<file path="src/rtl/ps2_key_sender.sv">
// PS/2 keyboard emulator: maps an accepted ASCII character to its set-2 scan code and
// sends make, break prefix (F0) and make again as three device-to-host frames.
//
// state | meaning
// IDLE  | lines released, ready=1, waiting for a valid character
// SEND  | shifting the 11 bits of the current frame onto ps2_data/ps2_clk
// GAP   | both lines released for GAP_CYC cycles after a frame
module ps2_key_sender #(
    parameter int HALF_CYC = 2000,
    parameter int GAP_CYC  = 4000
) (
    input  logic       clk,
    input  logic       clrn,
    input  logic [7:0] ascii_in,
    input  logic       valid,
    output logic       ready,
    output logic       err,
    output logic       ps2_clk,
    output logic       ps2_data
);

    localparam int PW = (HALF_CYC > 0) ? $clog2(2 * HALF_CYC) : 1;
    localparam int GW = (GAP_CYC > 0) ? $clog2(GAP_CYC + 1) : 1;
    localparam logic [PW-1:0] PHASE_LOAD = PW'(2 * HALF_CYC - 1);
    localparam logic [PW-1:0] PHASE_FALL = PW'(HALF_CYC);
    localparam logic [GW-1:0] GAP_LOAD   = GW'(GAP_CYC - 1);

    typedef enum logic [1:0] {
        IDLE = 2'd0,
        SEND = 2'd1,
        GAP  = 2'd2
    } state_t;

    state_t          state;
    logic [PW-1:0]   phase_cnt;
    logic [3:0]      bit_cnt;
    logic [1:0]      frame_idx;
    logic [GW-1:0]   gap_cnt;
    logic [7:0]      code;
    logic [8:0]      map_res;
    logic [10:0]     cur_word;

    // Result is {mapped, scan_code}.
    function automatic logic [8:0] map_ascii(input logic [7:0] c);
        logic [8:0] r;
        r = 9'h000;
        case (c)
            8'h61: r = {1'b1, 8'h1C};
            8'h62: r = {1'b1, 8'h32};
            8'h63: r = {1'b1, 8'h21};
            8'h64: r = {1'b1, 8'h23};
            8'h65: r = {1'b1, 8'h24};
            8'h66: r = {1'b1, 8'h2B};
            8'h67: r = {1'b1, 8'h34};
            8'h68: r = {1'b1, 8'h33};
            8'h69: r = {1'b1, 8'h43};
            8'h6A: r = {1'b1, 8'h3B};
            8'h6B: r = {1'b1, 8'h42};
            8'h6C: r = {1'b1, 8'h4B};
            8'h6D: r = {1'b1, 8'h3A};
            8'h6E: r = {1'b1, 8'h31};
            8'h6F: r = {1'b1, 8'h44};
            8'h70: r = {1'b1, 8'h4D};
            8'h71: r = {1'b1, 8'h15};
            8'h72: r = {1'b1, 8'h2D};
            8'h73: r = {1'b1, 8'h1B};
            8'h74: r = {1'b1, 8'h2C};
            8'h75: r = {1'b1, 8'h3C};
            8'h76: r = {1'b1, 8'h2A};
            8'h77: r = {1'b1, 8'h1D};
            8'h78: r = {1'b1, 8'h22};
            8'h79: r = {1'b1, 8'h35};
            8'h7A: r = {1'b1, 8'h1A};
            8'h30: r = {1'b1, 8'h45};
            8'h31: r = {1'b1, 8'h16};
            8'h32: r = {1'b1, 8'h1E};
            8'h33: r = {1'b1, 8'h26};
            8'h34: r = {1'b1, 8'h25};
            8'h35: r = {1'b1, 8'h2E};
            8'h36: r = {1'b1, 8'h36};
            8'h37: r = {1'b1, 8'h3D};
            8'h38: r = {1'b1, 8'h3E};
            8'h39: r = {1'b1, 8'h46};
            8'h2C: r = {1'b1, 8'h41};
            8'h2E: r = {1'b1, 8'h49};
            8'h2F: r = {1'b1, 8'h4A};
            8'h3B: r = {1'b1, 8'h4C};
            8'h27: r = {1'b1, 8'h52};
            8'h5B: r = {1'b1, 8'h54};
            8'h5D: r = {1'b1, 8'h5B};
            8'h5C: r = {1'b1, 8'h5D};
            8'h60: r = {1'b1, 8'h0E};
            8'h2D: r = {1'b1, 8'h4E};
            8'h3D: r = {1'b1, 8'h55};
            8'h2B: r = {1'b1, 8'h79};
            8'h2A: r = {1'b1, 8'h7C};
            8'h08: r = {1'b1, 8'h66};
            8'h09: r = {1'b1, 8'h0D};
            8'h0D: r = {1'b1, 8'h5A};
            8'h1B: r = {1'b1, 8'h76};
            8'h20: r = {1'b1, 8'h29};
            default: r = 9'h000;
        endcase
        return r;
    endfunction

    // Bit 0 is the start bit; parity makes the data-plus-parity ones count odd.
    function automatic logic [10:0] frame_word(input logic [7:0] b);
        return {1'b1, ~^b, b, 1'b0};
    endfunction

    assign map_res  = map_ascii(ascii_in);
    assign cur_word = frame_word((frame_idx == 2'd1) ? 8'hF0 : code);

    always_ff @(posedge clk or negedge clrn) begin
        if (!clrn) begin
            state     <= IDLE;
            ready     <= 1'b1;
            err       <= 1'b0;
            ps2_clk   <= 1'b1;
            ps2_data  <= 1'b1;
            phase_cnt <= '0;
            bit_cnt   <= 4'd0;
            frame_idx <= 2'd0;
            gap_cnt   <= '0;
            code      <= 8'h00;
        end else begin
            err <= 1'b0;
            case (state)
                IDLE: begin
                    if (valid && ready) begin
                        if (map_res[8]) begin
                            code      <= map_res[7:0];
                            state     <= SEND;
                            ready     <= 1'b0;
                            frame_idx <= 2'd0;
                            bit_cnt   <= 4'd0;
                            phase_cnt <= PHASE_LOAD;
                            ps2_clk   <= 1'b1;
                            ps2_data  <= 1'b0;
                        end else begin
                            err <= 1'b1;
                        end
                    end
                end
                SEND: begin
                    if (phase_cnt == '0) begin
                        if (bit_cnt == 4'd10) begin
                            state    <= GAP;
                            gap_cnt  <= GAP_LOAD;
                            ps2_clk  <= 1'b1;
                            ps2_data <= 1'b1;
                        end else begin
                            bit_cnt   <= bit_cnt + 4'd1;
                            phase_cnt <= PHASE_LOAD;
                            ps2_clk   <= 1'b1;
                            ps2_data  <= cur_word[bit_cnt + 4'd1];
                        end
                    end else begin
                        phase_cnt <= phase_cnt - 1'b1;
                        if (phase_cnt == PHASE_FALL) begin
                            ps2_clk <= 1'b0;
                        end
                    end
                end
                GAP: begin
                    if (gap_cnt == '0) begin
                        if (frame_idx == 2'd2) begin
                            state <= IDLE;
                            ready <= 1'b1;
                        end else begin
                            state     <= SEND;
                            frame_idx <= frame_idx + 2'd1;
                            bit_cnt   <= 4'd0;
                            phase_cnt <= PHASE_LOAD;
                            ps2_clk   <= 1'b1;
                            ps2_data  <= 1'b0;
                        end
                    end else begin
                        gap_cnt <= gap_cnt - 1'b1;
                    end
                end
                default: begin
                    state    <= IDLE;
                    ready    <= 1'b1;
                    ps2_clk  <= 1'b1;
                    ps2_data <= 1'b1;
                end
            endcase
        end
    end

endmodule

</file>
<file path="config.mk">
export PLATFORM = sky130hd
export DESIGN_NAME = ps2_key_sender
export DESIGN_NICKNAME = d
export VERILOG_FILES = /design/src/rtl/ps2_key_sender.sv
export SDC_FILE = /design/constraint.sdc
export NUM_CORES = 1
export LEC_CHECK = 0
export ABC_AREA = 1
export BUFFER_PORTS_ARGS = -buffer_cell sky130_fd_sc_hd__buf_2
export CORE_MARGIN = 5
export CORE_UTILIZATION = 45
export CTS_BUF_LIST = sky130_fd_sc_hd__clkbuf_8
export DETAILED_ROUTE_END_ITERATION = 8
export PLACE_DENSITY = 0.65
export SLEW_MARGIN = 20
export SYNTH_ARGS = -nofsm -noshare
export SYNTH_HDL_FRONTEND = slang
export SYNTH_SLANG_ARGS = --single-unit
export TNS_END_PERCENT = 100
</file>
<file path="constraint.sdc">
create_clock -name clk -period 4 [get_ports clk]
set_input_delay 0.8 -clock clk [delete_from_list [all_inputs] [get_ports clk]]
set_output_delay 0.8 -clock clk [all_outputs]
set_load 0.005 [all_outputs]
</file>
==> impl_metrics.csv <==
group,metric,value,unit
cts,cts-htree-levels,2,
power,vdd_ir_drop_max,0.145,mV
routing,routed-wl-met2,4.22,mm
grt,grt.overflow.total,0,
place,dp_hpwl,6.81,mm
cts,cts_clock_pin_slew_for_the_worst_setup_and_hold_paths,0.09,ns
routing,drt-total-wl,9.17,mm
sta,skew,0.0134,ns
final_layout,area_delta_synth_final,5.31,%
sta,timing.setup.tns,0,ns
cts,latest_clock_arrival_within_the_worst_skew_pair,0.30,ns
yosys,postSynthNetCount,609,
grt,first_global_vias,3522,
final_layout,final_layout_size_suffix_gt1_share,10.9,%
routing,drt_drc_violations_left,0,
worst_setup_path,critical_path_peak_fanout,20,
final_layout,design_area,3970,µm²
grt,grt.total_usage,19.1,%
worst_setup_path,end_kind,"register",
sta,rsz0062_at_grt,"false",
place,gp_congestion,1.00,
die,die_y,102,µm
final_layout,layout.cells.most_common,"sky130_fd_sc_hd__nand2_1",
sta,timing.slew.headroom,60.6,%
grt,antenna_found_initial,0,
routing,avgRoutedWirePerCell,13.3,µm
yosys,synth_cells,582,
routing,drt-met1-wl,4.27,mm
cts,cts_stage_hold_buffer_count,0,
final_layout,leading_cell_types_in_the_layout_fill_and_taps_excluded,"sky130_fd_sc_hd__nand2_1 (164), sky130_fd_sc_hd__inv_1 (66), sky130_fd_sc_hd__nand3_1 (55), sky130_fd_sc_hd__nor2_1 (51), sky130_fd_sc_hd__o21ai_0 (49)",
power,p_leak,2.08,nW
die,die_area,10300,µm²
place,post_dp_cell_area,3860,µm²
yosys,ys_seq_elements,43,
routing,antenna_left,0,
power,p_total,0.915,mW
sta,timing.final.crit_share,61.0,%
routing,drtIter0Drc,161,
routing,drt_pass1_iterations,5,
worst_setup_path,arrival_time_reported_for_the_critical_path_endpoint,2.63,ns
yosys,cell_area_after_technology_mapping,3770,µm²
sta,final_max_slew_viol_count,0,
routing,met3RoutedLength,546,µm
die,rows,33,
worst_setup_path,timing_worst_setup_path_type,"reg -> reg",
final_layout,final_nets,612,
routing,via_count,3752,
die,die_width,102,µm
cts,clockRootBuffer,"sky130_fd_sc_hd__clkbuf_8",
sta,hold_viol_final,0,
yosys,synth.yosys.seq_area_share,28.6,%
hold_path,worst_hold_path_type,"reg -> reg",
worst_setup_path,worst_setup_path_start_kind,"register",
final_layout,antenna_cells,0,
outcome,status,"complete, no violations",
routing,top_layer_used,"met4",
final_layout,multi_input_area,2280,µm²
sta,hold-worst-slack,0.464,ns
routing,post_drt_via_cell_ratio,5.43,
die,total_i_o_pin_count,15,
grt,largest_net_degree_at_the_start_of_global_routing,44,
place,io_buffer_count,14,
yosys,synth.avg_cell_area,6.48,µm²
cts,buffer_levels_on_the_longest_clock_path,2,
cts,post_cts.repair.setup_buffers,0,
die,core_area,8180,µm²
yosys,synthesis.yosys.warnings,0,
cts,cts_tree,"built",
worst_setup_path,crit_required,4.19,ns
final_layout,fillers,846,
sta,max_freq,410,MHz
final_layout,regArea,1080,µm²
die,initial_core_util,46.2,%
sta,setup-violations-final,0,
sta,final_critical_path_required_period,2.44,ns
cts,ctsResizeCount,0,
power,p_per_area,230,nW/µm²
yosys,post_synth_num_cell_types,42,
run,total_of_max_cap_violations,0,
sta,worst_slew_pin_slew,0.589,ns
cts,clock_sinks,43,
grt,first_pass_grt_wire_length,16.1,mm
cts,cts_buffers,5,
[final timing paths]
path,startpoint,end,slack (ns),cells after the start
min,ps2_clk,ps2_clk,0.46,2
max reg2reg,phase_cnt[0],gap_cnt[4],1.56,11
min reg2reg,ps2_clk,ps2_clk,0.46,2
min in group asynchronous,clrn,gap_cnt[6],0.47,1
max,phase_cnt[0],gap_cnt[4],1.56,11
max in group asynchronous,clrn,ps2_data,3.13,1
[state kept, by name, summed over array words and instances (netlist names)]
signal,count
ps2_data,1
gap_cnt,12
phase_cnt,12
frame_idx,2
err,1
bit_cnt,4
code,7
state,2
ps2_clk,1
ready,1
[metal layers]
layer / vias up / global-route usage [%]
met4: 0 / 6.03
met5: - / 0
met2: 121 / 30.5
li1: 1900 / -
met1: 1720 / 26.3
met3: 11 / 3.10
[synth_stat cells]
library cell | n | share of area, %
sky130_fd_sc_hd__nand2_1 | 164 | 16
sky130_fd_sc_hd__inv_1 | 66 | 6.6
sky130_fd_sc_hd__nand3_1 | 55 | 7.3
sky130_fd_sc_hd__nor2_1 | 51 | 5.1
sky130_fd_sc_hd__o21ai_0 | 49 | 6.5
sky130_fd_sc_hd__dfrtp_1 | 40 | 27
sky130_fd_sc_hd__a21oi_1 | 23 | 3.1
sky130_fd_sc_hd__ha_1 | 16 | 5.3
sky130_fd_sc_hd__nand4_1 | 14 | 2.3
sky130_fd_sc_hd__o21ai_1 | 12 | 1.6
sky130_fd_sc_hd__nand2_2 | 8 | 1.3
sky130_fd_sc_hd__buf_2 | 6 | 0.80
sky130_fd_sc_hd__nor2_2 | 6 | 0.99
sky130_fd_sc_hd__xor2_1 | 6 | 1.4
sky130_fd_sc_hd__a31oi_1 | 5 | 0.83
sky130_fd_sc_hd__clkbuf_1 | 5 | 0.50
sky130_fd_sc_hd__o211ai_1 | 5 | 0.99
sky130_fd_sc_hd__buf_6 | 4 | 1.2
sky130_fd_sc_hd__inv_2 | 4 | 0.40
sky130_fd_sc_hd__nand3_2 | 4 | 1.1
sky130_fd_sc_hd__buf_4 | 3 | 0.60
sky130_fd_sc_hd__dfstp_2 | 3 | 2.1
sky130_fd_sc_hd__nand2_4 | 3 | 0.90
sky130_fd_sc_hd__nor3_1 | 3 | 0.40
sky130_fd_sc_hd__o21ai_2 | 3 | 0.70
sky130_fd_sc_hd__or2_2 | 3 | 0.50
sky130_fd_sc_hd__a21boi_0 | 2 | 0.40
sky130_fd_sc_hd__inv_4 | 2 | 0.33
sky130_fd_sc_hd__nor2_4 | 2 | 0.60
sky130_fd_sc_hd__o21bai_1 | 2 | 0.40
sky130_fd_sc_hd__o31ai_1 | 2 | 0.40
sky130_fd_sc_hd__a21oi_4 | 1 | 0.43
sky130_fd_sc_hd__a22oi_1 | 1 | 0.20
sky130_fd_sc_hd__clkinv_1 | 1 | 0.099
sky130_fd_sc_hd__clkinv_4 | 1 | 0.23
sky130_fd_sc_hd__inv_6 | 1 | 0.23
sky130_fd_sc_hd__nand2_8 | 1 | 0.53
sky130_fd_sc_hd__nand3b_1 | 1 | 0.20
sky130_fd_sc_hd__nor4_1 | 1 | 0.17
sky130_fd_sc_hd__o2111ai_1 | 1 | 0.23
sky130_fd_sc_hd__o21a_1 | 1 | 0.20
sky130_fd_sc_hd__or2_0 | 1 | 0.17
[stage by stage]
| step | worst slack, ns | cells | utilization [%] |
|---|---|---|---|
| 3_3_place_gp | 1.45 | 683 | 47.2 |
| 2_1_floorplan | 1.85 | 582 | - |
| 6_report | 1.56 | 691 | 48.6 |
| 3_5_place_dp | 1.45 | 683 | 47.2 |
| 4_1_cts | 1.55 | 691 | 48.6 |
| 5_1_grt | 1.32 | 691 | 48.6 |
[critical path: stages (launching register included)]
cell and delay, ns:
sky130_fd_sc_hd__dfrtp_1 0.38, sky130_fd_sc_hd__inv_1 0.15, sky130_fd_sc_hd__ha_1 0.17, sky130_fd_sc_hd__inv_1 0.05, sky130_fd_sc_hd__nor2_2 0.16, sky130_fd_sc_hd__nand3_2 0.27, sky130_fd_sc_hd__nor2_2 0.17, sky130_fd_sc_hd__nand2_2 0.12
sky130_fd_sc_hd__nand2_1 0.43, sky130_fd_sc_hd__nand2_1 0.16, sky130_fd_sc_hd__o21ai_0 0.19, sky130_fd_sc_hd__nand3_1 0.08
[where the power goes]
part	internal, mW	switching [mW]
Clock	0.186	0.163
Combinational	0.0370	0.0936
Sequential	0.434	0
Total	0.658	0.257
[area by class of cell]
cell class / count / area share, %
flip-flops and latches: 43 / 27.2
clock buffers: 5 / 1.73
well taps: 105 / 3.31
clock inverters: 3 / 1.10
multi-input cells: 446 / 57.4
inverters: 75 / 7.46
repair buffers: 14 / 1.83
[logic make-up (layout without fill, tap and decap cells)]
| family | count (synthesis) | after routing | synth area share, % |
|---|---|---|---|
| buffers and inverters | 93 | 97 | 10.9 |
| XOR/XNOR | 6 | 6 | 1.39 |
| adder cells (fa/ha/maj) | 16 | 16 | 5.30 |
| AO/OA/AOI/OAI | 107 | 107 | 15.9 |
| flip-flops | 43 | 43 | 28.6 |
| AND/OR/NAND/NOR | 317 | 317 | 37.8 |
(Power assumes the default switching activity.)
